<file path="src/rtl/display_pkg.sv">
// display_pkg -- shared constants for the multiplexed 4-digit display.
//   Segment patterns are active low, bit7 = decimal point (always off).
//   Anode patterns are active low, bit0 = rightmost digit.
//   Digit index: 0 = seconds ones, 1 = seconds tens,
//                2 = minutes ones, 3 = minutes tens.
package display_pkg;

    localparam logic [7:0] SEG_0     = 8'hC0;
    localparam logic [7:0] SEG_1     = 8'hF9;
    localparam logic [7:0] SEG_2     = 8'hA4;
    localparam logic [7:0] SEG_3     = 8'hB0;
    localparam logic [7:0] SEG_4     = 8'h99;
    localparam logic [7:0] SEG_5     = 8'h92;
    localparam logic [7:0] SEG_6     = 8'h82;
    localparam logic [7:0] SEG_7     = 8'hF8;
    localparam logic [7:0] SEG_8     = 8'h80;
    localparam logic [7:0] SEG_9     = 8'h90;
    localparam logic [7:0] SEG_BLANK = 8'hFF;

    localparam logic [3:0] ANODE_S0  = 4'b1110;
    localparam logic [3:0] ANODE_S1  = 4'b1101;
    localparam logic [3:0] ANODE_M0  = 4'b1011;
    localparam logic [3:0] ANODE_M1  = 4'b0111;
    localparam logic [3:0] ANODE_OFF = 4'b1111;

    localparam logic [1:0] IDX_S0 = 2'd0;
    localparam logic [1:0] IDX_S1 = 2'd1;
    localparam logic [1:0] IDX_M0 = 2'd2;
    localparam logic [1:0] IDX_M1 = 2'd3;

endpackage

</file>
<file path="src/rtl/display_scanner_if.sv">
// display_scanner_if -- digit inputs and display outputs of display_scanner.
//   in_minute1/in_minute0/in_second1/in_second0 : BCD digits
//   in_adjust : adjust mode (enables blinking)
//   in_select : 1 = seconds pair blinks, 0 = minutes pair blinks
//   out_anode : active-low digit enables
//   out_seven_segment : active-low segments, bit7 = decimal point
//   master modport drives digits/controls, slave modport is the scanner.
interface display_scanner_if;
    logic [3:0] in_minute1;
    logic [3:0] in_minute0;
    logic [3:0] in_second1;
    logic [3:0] in_second0;
    logic       in_adjust;
    logic       in_select;
    logic [3:0] out_anode;
    logic [7:0] out_seven_segment;

    modport master (
        output in_minute1, in_minute0, in_second1, in_second0,
        output in_adjust, in_select,
        input  out_anode, out_seven_segment
    );

    modport slave (
        input  in_minute1, in_minute0, in_second1, in_second0,
        input  in_adjust, in_select,
        output out_anode, out_seven_segment
    );
endinterface

</file>
<file path="src/rtl/segment_decoder.sv">
// segment_decoder -- BCD digit to active-low seven-segment pattern.
//   in_bcd       : 4-bit digit; 10..15 decode to all segments off
//   out_segments : active-low segments, bit7 (decimal point) always off
module segment_decoder
    import display_pkg::*;
(
    input  logic [3:0] in_bcd,
    output logic [7:0] out_segments
);
    always_comb begin
        out_segments = SEG_BLANK;
        case (in_bcd)
            4'd0:    out_segments = SEG_0;
            4'd1:    out_segments = SEG_1;
            4'd2:    out_segments = SEG_2;
            4'd3:    out_segments = SEG_3;
            4'd4:    out_segments = SEG_4;
            4'd5:    out_segments = SEG_5;
            4'd6:    out_segments = SEG_6;
            4'd7:    out_segments = SEG_7;
            4'd8:    out_segments = SEG_8;
            4'd9:    out_segments = SEG_9;
            default: out_segments = SEG_BLANK;
        endcase
    end
endmodule

</file>
<file path="src/rtl/display_scanner.sv">
// display_scanner -- time-multiplexed driver for a 4-digit seven-segment
// display, with optional blinking of one digit pair in adjust mode.
//   in_clock : clock
//   in_reset : asynchronous active-high reset
//   bus      : display_scanner_if.slave (digits, adjust/select, anode/segments)
// Parameters:
//   SCAN_DIVIDE  : clock cycles per digit slot (>= 2)
//   BLINK_DIVIDE : clock cycles per blink half-period (>= 2)
// Build option:
//   DISPLAY_SCANNER_BLINK_EN : when defined, the selected pair blanks on
//   alternate blink phases while in_adjust is high; when undefined there is
//   no blink counter and in_adjust/in_select have no effect.
module display_scanner
    import display_pkg::*;
#(
    parameter int SCAN_DIVIDE  = 100000,
    parameter int BLINK_DIVIDE = 25000000
) (
    input  logic              in_clock,
    input  logic              in_reset,
    display_scanner_if.slave  bus
);
    localparam int SCAN_W = $clog2(SCAN_DIVIDE);

    logic [SCAN_W-1:0] scan_count;
    logic [1:0]        digit_index;
    logic [3:0]        digit_value;
    logic [3:0]        anode_next;
    logic [7:0]        digit_segments;
    logic              blank_slot;

    // Slot timer; the index steps on the last count of each slot.
    always_ff @(posedge in_clock or posedge in_reset) begin
        if (in_reset) begin
            scan_count  <= '0;
            digit_index <= IDX_S0;
        end else if (scan_count == SCAN_W'(SCAN_DIVIDE - 1)) begin
            scan_count  <= '0;
            digit_index <= digit_index + 2'd1;
        end else begin
            scan_count  <= scan_count + 1'b1;
        end
    end

    always_comb begin
        digit_value = bus.in_second0;
        anode_next  = ANODE_S0;
        case (digit_index)
            IDX_S0: begin digit_value = bus.in_second0; anode_next = ANODE_S0; end
            IDX_S1: begin digit_value = bus.in_second1; anode_next = ANODE_S1; end
            IDX_M0: begin digit_value = bus.in_minute0; anode_next = ANODE_M0; end
            IDX_M1: begin digit_value = bus.in_minute1; anode_next = ANODE_M1; end
            default: begin digit_value = bus.in_second0; anode_next = ANODE_S0; end
        endcase
    end

    segment_decoder u_segment_decoder (
        .in_bcd       (digit_value),
        .out_segments (digit_segments)
    );

`ifdef DISPLAY_SCANNER_BLINK_EN
    localparam int BLINK_W = $clog2(BLINK_DIVIDE);

    logic [BLINK_W-1:0] blink_count;
    logic               blink_phase;

    // Held at zero outside adjust so every entry starts with a visible phase.
    always_ff @(posedge in_clock or posedge in_reset) begin
        if (in_reset) begin
            blink_count <= '0;
            blink_phase <= 1'b0;
        end else if (!bus.in_adjust) begin
            blink_count <= '0;
            blink_phase <= 1'b0;
        end else if (blink_count == BLINK_W'(BLINK_DIVIDE - 1)) begin
            blink_count <= '0;
            blink_phase <= ~blink_phase;
        end else begin
            blink_count <= blink_count + 1'b1;
        end
    end

    // Index bit1 clear = seconds pair. in_adjust/in_select are used live so
    // a change reaches the display on the very next output edge.
    assign blank_slot = bus.in_adjust & blink_phase
                      & (digit_index[1] == ~bus.in_select);
`else
    assign blank_slot = 1'b0;
`endif

    // Output register: one cycle behind the index, digits sampled live here.
    always_ff @(posedge in_clock or posedge in_reset) begin
        if (in_reset) begin
            bus.out_anode         <= ANODE_OFF;
            bus.out_seven_segment <= SEG_BLANK;
        end else begin
            bus.out_anode         <= anode_next;
            bus.out_seven_segment <= blank_slot ? SEG_BLANK : digit_segments;
        end
    end
endmodule

</file>
<file path="src/flat_wrapper.sv">
// flat-port wrapper written by rule: the top's interface ports become plain ports
module display_scanner_flat import display_pkg::*;
#(
    parameter int SCAN_DIVIDE  = 100000,
    parameter int BLINK_DIVIDE = 25000000
)
  (in_clock, in_reset, bus_in_minute1, bus_in_minute0, bus_in_second1, bus_in_second0, bus_in_adjust, bus_in_select, bus_out_anode, bus_out_seven_segment);
  display_scanner_if bus_i ();
  input  logic in_clock;
  input  logic in_reset;
  input wire logic [$bits(bus_i.in_minute1)-1:0] bus_in_minute1;
  input wire logic [$bits(bus_i.in_minute0)-1:0] bus_in_minute0;
  input wire logic [$bits(bus_i.in_second1)-1:0] bus_in_second1;
  input wire logic [$bits(bus_i.in_second0)-1:0] bus_in_second0;
  input wire logic [$bits(bus_i.in_adjust)-1:0] bus_in_adjust;
  input wire logic [$bits(bus_i.in_select)-1:0] bus_in_select;
  output wire logic [$bits(bus_i.out_anode)-1:0] bus_out_anode;
  output wire logic [$bits(bus_i.out_seven_segment)-1:0] bus_out_seven_segment;
  assign bus_i.in_minute1 = bus_in_minute1;
  assign bus_i.in_minute0 = bus_in_minute0;
  assign bus_i.in_second1 = bus_in_second1;
  assign bus_i.in_second0 = bus_in_second0;
  assign bus_i.in_adjust = bus_in_adjust;
  assign bus_i.in_select = bus_in_select;
  assign bus_out_anode = bus_i.out_anode;
  assign bus_out_seven_segment = bus_i.out_seven_segment;
  display_scanner #(.SCAN_DIVIDE(SCAN_DIVIDE), .BLINK_DIVIDE(BLINK_DIVIDE)) u_core (.in_clock(in_clock), .in_reset(in_reset), .bus(bus_i));
endmodule
</file>
<file path="config.mk">
export PLATFORM = sky130hd
export DESIGN_NAME = display_scanner_flat
export DESIGN_NICKNAME = d
export VERILOG_FILES = /design/src/rtl/display_pkg.sv /design/src/rtl/display_scanner_if.sv /design/src/rtl/segment_decoder.sv /design/src/rtl/display_scanner.sv /design/src/flat_wrapper.sv
export SDC_FILE = /design/constraint.sdc
export NUM_CORES = 1
export LEC_CHECK = 0
export CELL_PAD_IN_SITES_DETAIL_PLACEMENT = 1
export CELL_PAD_IN_SITES_GLOBAL_PLACEMENT = 2
export CORE_UTILIZATION = 30
export DETAILED_ROUTE_END_ITERATION = 16
export PLACE_DENSITY = 0.77
export SKIP_LAST_GASP = 1
export SLEW_MARGIN = 20
export SYNTH_ARGS = -nofsm -noshare
export SYNTH_HDL_FRONTEND = slang
export SYNTH_HIERARCHICAL = 1
export SYNTH_SLANG_ARGS = --single-unit
</file>
<file path="constraint.sdc">
create_clock -name in_clock -period 2.8 [get_ports in_clock]
set_input_delay 0.28 -clock in_clock [delete_from_list [all_inputs] [get_ports in_clock]]
set_output_delay 0.28 -clock in_clock [all_outputs]
set_load 0.005 [all_outputs]
</file>
==> flow_metrics.env, run 1 <==
export IMPL_crit_slowest_cell="a21oi_1"
export IMPL_switching_power_mw=0.202
export IMPL_die_h_um=75.0
export IMPL_slew_viol_final=0
export IMPL_syn_inst=151
export IMPL_port_buffers=29
export IMPL_antenna_found_initial=0
export IMPL_worstSetupPathDepth=9
export IMPL_power_switching_fraction_pct=22.2
export IMPL_drc=0
export IMPL_critPathRequiredTime_ns=2.97
export IMPL_drive_gt1_share_pct=15.5
export IMPL_grt_pass1_vias=1341
export IMPL_start_kind="register"
export IMPL_synth_avg_cell_area_um2=10.6
export IMPL_worst_pin_slew_ns=0.911
export IMPL_period_minus_slack_ns=2.35
export IMPL_drv_cap=0
export IMPL_grt_pass1_wl_um=6070
export IMPL_yosys_cell_types_count=38
export IMPL_routabilityCongestion=0.741
export IMPL_synth_area_um2=1600
export IMPL_die_area_um2=5620
export IMPL_cp_top_family="compound AO/OA/AOI/OAI gates"
export IMPL_p_int_mw=0.711
export IMPL_floorplan_initialDensity_pct=31.3
export IMPL_vias=1214
export IMPL_status="completed"
export IMPL_r2r_cells=9
export IMPL_finClkSkew_ns=0.00660
export IMPL_end_kind="register"
export IMPL_cts_clk_slew_worst_paths_ns=0.07
export IMPL_setup_tns_ns=0
export IMPL_critPathKind="register to register"
export IMPL_viasPerCell=4.72
export IMPL_clock_latency_ns=0.28
export IMPL_clockBufferDepth=2
export IMPL_grtUsageTotal_pct=14.6
export IMPL_drt_antenna_violating_nets=0
export IMPL_ys_ff_latch=31
export IMPL_cts_sinks=31
export IMPL_fmax_ghz=0.426
export IMPL_grt_setup_unrepaired="false"
export IMPL_rows=26
export IMPL_ir_drop_mv=0.144
export IMPL_ios=32
export IMPL_stdcell_count=257
export IMPL_htree_num_levels=2
export IMPL_fin_crit_sh_pct=83.9
export IMPL_final_nets=216
export IMPL_cts_setup_buffers=0
export IMPL_setup_violations_final=0
export IMPL_worstPathArrival_ns=2.52
export IMPL_place_hpwl_um=2690
export IMPL_power_density_nw_per_um2=443
export IMPL_hold_path_class="register to register"
export IMPL_synth_top_area_cell="dfrtp_1"
export IMPL_crit_chain="inv_1 > ha_1 > clkinv_1 > a21oi_1 > inv_1 > ha_1 > or2_1 > a21oi_2 > a31oi_1"
export IMPL_worst_path_max_fanout=9
export IMPL_drtIter0Drc=43
export IMPL_ctsResizeCount=0
export IMPL_post_drt_wl_per_cell_um=13.9
export IMPL_fillers=583
export IMPL_ys_warn_count=6
export IMPL_grt_max_degree=25
export IMPL_layout_common_cells="clkdlybuf4s50_1 (29), nor2_1 (21), dfrtp_1 (19)"
export IMPL_synth_top_cell_area_share_pct=29.8
export IMPL_place_area_um2=1970
export IMPL_die_x_um=75.0
export IMPL_dr_pass1_iters=4
export IMPL_combPwrFrac_pct=9.2
export IMPL_cts_root_buffer="clkbuf_8"
export IMPL_core_um2=5110
export IMPL_cts_tree="done"
export IMPL_diodes=0
export IMPL_area_growth_pct=29.1
export IMPL_final_common_cell="clkdlybuf4s50_1"
export IMPL_ys_seq_area_share_pct=49.5
export IMPL_seqPwrFrac_pct=51.3
export IMPL_power_frac_clock_pct=39.5
export IMPL_routed_wl_um=3580
export IMPL_ctsHoldBuffers=0
export IMPL_hold_viol_final=0
export IMPL_slowest_delay_ns=0.48
export IMPL_dp_cells=249
export IMPL_syn_num_nets=181
export IMPL_cp_num_buf_inv=3
export IMPL_leakagePower_nw=0.897
export IMPL_grt_overflow=0
export IMPL_synth_area_leaders="dfrtp_1 (30%), dfstp_2 (20%), ha_1 (7.8%)"
export IMPL_fin_area_um2=2060
export IMPL_min_path_cells=1
export IMPL_slew_headroom_pct=39.2
export IMPL_cts_buffers=5
[layout make-up]
| class | instances | area, um^2 | area share [%] |
|---|---|---|---|
| clock buffers | 7 | 86.3 | 4.19 |
| clock inverters | 1 | 5.00 | 0.243 |
| inverters | 11 | 41.3 | 2.00 |
| multi-input cells | 105 | 737 | 35.8 |
| flip-flops and latches | 31 | 791 | 38.4 |
| well taps | 70 | 87.6 | 4.25 |
| repair buffers | 32 | 313 | 15.2 |
[registers in the layout, indices dropped and copies added (netlist names)]
signal                        cells
u_core/scan_count                17
u_core/bus.out_anode              4
u_core/bus.out_seven_segment      8
u_core/digit_index                2
[power groups by stage]
stage               Combinational (mW)  Clock, mW  Sequential [mW]
floorplan                       0.0316          0            0.476
detailed placement              0.0848          0            0.476
finish                          0.0839      0.361            0.468
global placement                0.0814          0            0.476
CTS                             0.0853      0.377            0.469
global route                    0.0925      0.389            0.469
[final timing paths]
| kind | start | to | slack, ns |
|---|---|---|---|
| setup / recovery | u_core/digit_index[0]$_DFFE_PP0N_ | u_core/bus.out_seven_segment[3]$_DFF_PP1_ | 0.45 |
| hold / removal | u_core/scan_count[0]$_DFF_PP0_ | u_core/scan_count[0]$_DFF_PP0_ | 0.49 |
| setup reg to reg | u_core/digit_index[0]$_DFFE_PP0N_ | u_core/bus.out_seven_segment[3]$_DFF_PP1_ | 0.45 |
| hold reg to reg | u_core/scan_count[0]$_DFF_PP0_ | u_core/scan_count[0]$_DFF_PP0_ | 0.49 |
| max in group asynchronous | in_reset | u_core/bus.out_seven_segment[0]$_DFF_PP1_ | 1.60 |
| min in group asynchronous | in_reset | u_core/digit_index[1]$_DFFE_PP0N_ | 0.51 |
[synthesized netlist by cell type]
| cell | instances |
|---|---|
| a21oi_1 | 7 |
| a21oi_2 | 1 |
| a222oi_1 | 4 |
| a31oi_1 | 1 |
| and2_1 | 1 |
| and4_1 | 2 |
| and4_2 | 2 |
| buf_2 | 1 |
| buf_4 | 1 |
| buf_6 | 1 |
| clkbuf_1 | 1 |
| clkinv_1 | 1 |
| conb_1 | 1 |
| dfrtp_1 | 19 |
| dfstp_2 | 12 |
| ha_1 | 10 |
| inv_1 | 10 |
| mux2_4 | 1 |
| mux2i_1 | 1 |
| nand2_1 | 7 |
| nand2b_1 | 4 |
| nand3_1 | 6 |
| nand3b_1 | 1 |
| nand4_1 | 4 |
| nor2_1 | 21 |
| nor2b_1 | 1 |
| nor3_1 | 1 |
| nor4_4 | 1 |
| nor4bb_1 | 1 |
| o21ai_0 | 6 |
| o31ai_1 | 2 |
| or2_1 | 1 |
| or2b_1 | 1 |
| or4_1 | 1 |
| or4_4 | 1 |
| or4b_4 | 1 |
| xnor2_1 | 7 |
| xor2_1 | 7 |
[kinds of logic after synthesis]
kind of cell | Yosys count | synth area share [%]
simple gates | 57 | 20.4
flops | 31 | 49.5
compound gates | 21 | 8.46
buf+inv | 15 | 4.31
xor+xnor | 14 | 7.68
fa+ha+maj | 10 | 7.84
mux | 2 | 1.57
other cells | 1 | 0.235
[through the flow]
stage / power, mW / util [%] / hold WS [ns] / worst slack (ns)
6_report: 0.913 / 40.3 / 0.488 / 0.452
5_1_grt: 0.951 / 40.3 / 0.512 / 0.230
4_1_cts: 0.931 / 40.3 / 0.488 / 0.437
3_5_place_dp: 0.561 / 38.6 / 0.478 / 0.446
3_3_place_gp: 0.557 / 38.6 / 0.468 / 0.590
2_1_floorplan: 0.508 / - / 0.375 / 0.885
[layer usage]
layer	track usage, %	share of wire [%]	up-vias
met5	0	0	-
li1	-	-	588
met3	3.35	5.0	7
met2	26.5	51	37
met4	6.08	1.9	0
met1	16.5	42	582
Power figures use the tool's default switching activity.
==> inputs of run 2 (changes only) <==
- clock period: 2.8 -> 2.23 ns (I/O delays scaled with it)
==> run 2 against run 1 <==
Against the previous run:
- clock skew is 0.0038 ns lower
- critical endpoint unchanged
- sequential power is 26% higher
- fmax is 14% higher
- highest routed layer unchanged
- sequential share of layout area is 0.48 points lower
- largest power group unchanged
- largest cell class unchanged
- critical path depth is 2 lower
==> flow_metrics.env, run 2 (synthesis results as in run 1) <==
export IMPL_die_x_um=75.0
export IMPL_cts_clk_slew_worst_paths_ns=0.06
export IMPL_worst_pin_slew_ns=0.711
export IMPL_reg2reg_from="u_core/digit_index[1]$_DFFE_PP0N_"
export IMPL_die_area_um2=5620
export IMPL_ir_drop_mv=0.221
export IMPL_place_area_um2=1980
export IMPL_slew_headroom_pct=52.6
export IMPL_status="completed"
export IMPL_area_growth_pct=30.7
export IMPL_multi_input_area_um2=744
export IMPL_clock_latency_ns=0.28
export IMPL_place_ws_ns=0.0707
export IMPL_cts_tree="done"
export IMPL_leakagePower_nw=0.905
export IMPL_floorplan_initialDensity_pct=31.3
export IMPL_worst_path_max_fanout=5
export IMPL_drv_cap=0
export IMPL_cts_buffers=5
export IMPL_post_drt_wl_per_cell_um=13.8
export IMPL_grtUsageTotal_pct=14.3
export IMPL_rrSetupSlack_ns=0.17
export IMPL_die_h_um=75.0
export IMPL_routabilityCongestion=0.795
export IMPL_layout_setup_ws_ns=0.168
export IMPL_worstPathArrival_ns=2.23
export IMPL_r2r_cells=7
export IMPL_drt_antenna_violating_nets=0
export IMPL_finClkSkew_ns=0.00278
export IMPL_crit_slowest_cell="a222oi_1"
export IMPL_drtIter0Drc=38
export IMPL_drive_gt1_share_pct=18.0
export IMPL_grt_max_degree=27
export IMPL_seqCellArea_um2=791
export IMPL_port_buffers=29
export IMPL_dr_pass1_iters=4
export IMPL_final_core_util_pct=40.9
export IMPL_fin_crit_sh_pct=92.4
export IMPL_critPathKind="register to register"
export IMPL_viasPerCell=4.68
export IMPL_stdcell_count=259
export IMPL_largest_reg_flops=17
export IMPL_place_hpwl_um=2770
export IMPL_fmax_ghz=0.485
export IMPL_grt_pass1_wl_um=5950
export IMPL_cts_root_buffer="clkbuf_8"
export IMPL_antenna_found_initial=0
export IMPL_hold_viol_final=0
export IMPL_fin_area_um2=2090
export IMPL_cts_setup_buffers=0
export IMPL_rows=26
export IMPL_dp_cells=251
export IMPL_clockBufferDepth=2
export IMPL_grt_overflow=0
export IMPL_ios=32
export IMPL_ctsHoldBuffers=0
export IMPL_critPathRequiredTime_ns=2.40
export IMPL_vias=1211
export IMPL_slowest_delay_ns=0.48
export IMPL_cp_startpoint="u_core/digit_index[1]$_DFFE_PP0N_"
export IMPL_end_kind="register"
export IMPL_crit_end="u_core/bus.out_seven_segment[3]$_DFF_PP1_"
export IMPL_top_register="u_core/scan_count"
export IMPL_power_density_nw_per_um2=549
export IMPL_reg2reg_to="u_core/bus.out_seven_segment[3]$_DFF_PP1_"
export IMPL_core_um2=5110
export IMPL_hold_path_class="input pin to async pin"
export IMPL_grt_pass1_vias=1297
export IMPL_reg_top3="u_core/scan_count (17), u_core/bus.out_seven_segment (8), u_core/bus.out_anode (4)"
export IMPL_start_kind="register"
export IMPL_drc=0
export IMPL_fillers=585
export IMPL_setup_tns_ns=0
export IMPL_final_common_cell="clkdlybuf4s50_1"
export IMPL_crit_chain="ha_1 > a222oi_1 > a21oi_2 > ha_1 > or2_1 > a21oi_2 > a31oi_1"
export IMPL_slew_viol_final=0
export IMPL_setup_violations_final=0
export IMPL_period_minus_slack_ns=2.06
export IMPL_diodes=0
export IMPL_final_nets=218
export IMPL_cts_sinks=31
export IMPL_layout_common_cells="clkdlybuf4s50_1 (29), nor2_1 (21), dfrtp_1 (19)"
export IMPL_routed_wl_um=3570
export IMPL_htree_num_levels=2
[run 2: cell count changes in the layout (fill, tap and decap cells not counted), sizes merged]
cell,before,now
buf,3,5
clkinv,2,1
clkinvlp,0,1
[run 2: critical path, delay by kind of cell, from the launching register on]
family,cells,cell delay [ns]
AOI/OAI and AO/OA,4,0.86
DFF,1,0.42
adders and majority gates,2,0.47
and+or+nand+nor,1,0.22
[run 2: worst min-delay path by stage]
stage	cells past startpoint	endpoint	start	slack [ns]
2_1_floorplan	1	u_core/digit_index[0]$_DFFE_PP0N_	in_reset	0.32
3_3_place_gp	1	u_core/scan_count[0]$_DFF_PP0_	u_core/scan_count[0]$_DFF_PP0_	0.47
3_5_place_dp	1	u_core/scan_count[0]$_DFF_PP0_	u_core/scan_count[0]$_DFF_PP0_	0.48
4_1_cts	2	u_core/bus.out_seven_segment[6]$_DFF_PP1_	in_reset	0.39
5_1_grt	2	u_core/bus.out_seven_segment[6]$_DFF_PP1_	in_reset	0.43
6_report	2	u_core/bus.out_seven_segment[6]$_DFF_PP1_	in_reset	0.39
[run 2: layout make-up]
class                   count  share of cell area (%)
repair buffers             34                    15.7
multi-input cells         105                    35.7
clock buffers               7                    4.14
clock inverters             1                   0.240
well taps                  70                    4.20
inverters                  11                    2.16
flip-flops and latches     31                    37.9
[run 2: metrics by stage]
stage,power [mW],hold WS (ns)
floorplan,0.638,0.318
global route,1.20,0.435
CTS,1.16,0.394
finish,1.15,0.392
detailed placement,0.704,0.477
global placement,0.700,0.466
[run 2: where the power goes]
group | switching [mW] | leakage (nW) | internal (mW)
sequential | 0.00391 | 0.377 | 0.584
clock | 0.203 | 0.0482 | 0.249
combinational | 0.0445 | 0.480 | 0.0616
total | 0.252 | 0.905 | 0.894
[run 2: layer usage]
metal | vias to the layer above | global-route usage, % | part of all wire [%]
li1 | 587 | - | -
met4 | 0 | 6.08 | 1.7
met3 | 5 | 3.21 | 4.9
met5 | - | 0 | 0
met1 | 587 | 16.8 | 43
met2 | 32 | 25.0 | 51
[run 2: timing repair]
item,CTS,global route
hold endpoints to repair,0,0
resized for setup,0,3
endpoints found under the setup margin,0,5
==> inputs of run 3 (changes only) <==
- CORE_UTILIZATION: 30 -> 29
- CTS_CLUSTER_DIAMETER: not set -> 80
- PLACE_DENSITY: 0.77 -> 0.78
- clock period: 2.23 -> 1.8 ns (I/O delays scaled with it)
==> run 3 against run 2 <==
Against the previous run:
- the flow now finishes with violations (setup timing)
- register-to-register slack worse by 0.30 ns
- utilization up 3.9 points
- via count up 8.1%
- wire length up 8.7%
- critical path type unchanged
- largest power group unchanged
- worst setup slack worse by 0.30 ns
- highest routed layer unchanged
==> flow_metrics.env, run 3 (synthesis results as in run 1) <==
export IMPL_post_drt_wl_per_cell_um=13.9
export IMPL_die_x_um=76.2
export IMPL_setup_violations_final=7
export IMPL_final_common_cell="clkdlybuf4s50_1"
export IMPL_antenna_found_initial=0
export IMPL_vias=1309
export IMPL_drive_gt1_share_pct=34.3
export IMPL_area_growth_pct=46.0
export IMPL_layout_setup_ws_ns=-0.133
export IMPL_status="complete, but fails checks"
export IMPL_layout_common_cells="clkdlybuf4s50_1 (29), buf_4 (24), nor2_1 (21)"
export IMPL_finClkSkew_ns=0.00708
export IMPL_seqCellArea_um2=793
export IMPL_viasPerCell=4.68
export IMPL_reg_top3="u_core/scan_count (17), u_core/bus.out_seven_segment (8), u_core/bus.out_anode (4)"
export IMPL_violations="setup timing"
export IMPL_cts_buffers=5
export IMPL_rows=26
export IMPL_place_ws_ns=-0.291
export IMPL_leakagePower_nw=1.02
export IMPL_place_area_um2=2110
export IMPL_grt_setup_unrepaired="true"
export IMPL_final_nets=239
export IMPL_core_um2=5200
export IMPL_slew_viol_final=0
export IMPL_ios=32
export IMPL_floorplan_initialDensity_pct=30.7
export IMPL_grt_overflow=0
export IMPL_drtIter0Drc=56
export IMPL_ctsHoldBuffers=0
export IMPL_routabilityCongestion=0.721
export IMPL_clock_latency_ns=0.28
export IMPL_hold_viol_final=0
export IMPL_cts_tree="done"
export IMPL_critPathRequiredTime_ns=2.00
export IMPL_dr_pass1_iters=4
export IMPL_diodes=0
export IMPL_routed_wl_um=3880
export IMPL_top_register="u_core/scan_count"
export IMPL_critPathKind="register to register"
export IMPL_end_kind="register"
export IMPL_setup_tns_ns=-0.622
export IMPL_fin_crit_sh_pct=107
export IMPL_die_h_um=76.2
export IMPL_grt_max_degree=32
export IMPL_grtUsageTotal_pct=14.3
export IMPL_power_density_nw_per_um2=682
export IMPL_hold_path_class="input pin to async pin"
export IMPL_die_area_um2=5810
export IMPL_cts_clk_slew_worst_paths_ns=0.07
export IMPL_port_buffers=29
export IMPL_place_hpwl_um=2860
export IMPL_worstPathArrival_ns=2.13
export IMPL_period_minus_slack_ns=1.93
export IMPL_fin_area_um2=2330
export IMPL_clockBufferDepth=2
export IMPL_largest_reg_flops=17
export IMPL_cts_root_buffer="clkbuf_8"
export IMPL_grt_pass1_wl_um=6490
export IMPL_drc=0
export IMPL_drv_cap=0
export IMPL_start_kind="register"
export IMPL_cts_sinks=31
export IMPL_drt_antenna_violating_nets=0
export IMPL_final_core_util_pct=44.8
export IMPL_fillers=574
export IMPL_worst_path_max_fanout=6
export IMPL_htree_num_levels=2
export IMPL_fmax_ghz=0.517
export IMPL_grt_pass1_vias=1423
export IMPL_multi_input_area_um2=803
export IMPL_ir_drop_mv=0.259
## run 3: cell types whose count changed in the layout (fill, tap and decap cells not counted), sizes merged
cell | previous run | this run
clkinv | 1 | 2
buf | 5 | 25
clkinvlp | 1 | 0
bufinv | 0 | 1
## run 3: area by class of cell
type,count,share of cell area (%)
Clock buffer,6,3.54
Clock inverter,2,1.50
Inverter,11,1.83
Multi-Input combinational cell,105,34.5
Sequential cell,31,34.0
Tap cell,70,3.76
Timing Repair Buffer,55,20.9
## run 3: what timing repair did
item	4_1_cts	5_1_grt
pin swaps	5	10
buffers inserted	2	3
endpoints found under the setup margin	7	9
gates resized for setup	10	13
## run 3: worst paths after layout
check	from	end	slack, ns	depth (start not counted)
worst max-delay path	u_core/digit_index[0]$_DFFE_PP0N_	u_core/bus.out_seven_segment[2]$_DFF_PP1_	-0.13	7
worst min-delay path	in_reset	u_core/scan_count[1]$_DFF_PP0_	0.28	3
worst max register to register	u_core/digit_index[0]$_DFFE_PP0N_	u_core/bus.out_seven_segment[2]$_DFF_PP1_	-0.13	7
worst min register to register	u_core/scan_count[0]$_DFF_PP0_	u_core/scan_count[0]$_DFF_PP0_	0.50	1
max in group asynchronous	in_reset	u_core/bus.out_anode[0]$_DFF_PP1_	1.19	3
min in group in_clock	u_core/scan_count[0]$_DFF_PP0_	u_core/scan_count[0]$_DFF_PP0_	0.50	1
## run 3: report_power, final
part / leakage (nW) / switching [mW] / total [mW] / internal [mW]
combinational: 0.588 / 0.0637 / 0.153 / 0.0896
clock: 0.0612 / 0.261 / 0.709 / 0.448
sequential: 0.374 / 0.00402 / 0.727 / 0.723
total: 1.02 / 0.329 / 1.59 / 1.26
## run 3: worst max-delay path: stages (launching register included)
cell	delay, ns
dfrtp_2	0.43
inv_2	0.07
ha_2	0.21
buf_4	0.14
a222oi_1	0.45
a21oi_4	0.16
clkbuf_2	0.19
o21ai_0	0.20
## run 3: layer usage
layer  GRT usage [%]  wire [um]
met1            15.3       1580
met2            27.1       2100
met3            3.47        147
met4            5.19         53
met5               0          0
## run 3: per-stage QoR
| stage | hold slack (ns) | std cells | power, mW |
|---|---|---|---|
| after CTS | 0.299 | 277 | 1.61 |
| after global routing | 0.321 | 280 | 1.68 |
| after detailed placement | 0.485 | 267 | 0.879 |
| final | 0.284 | 280 | 1.59 |
| after floorplan | 0.275 | 151 | 0.791 |
| after global placement | 0.473 | 267 | 0.872 |
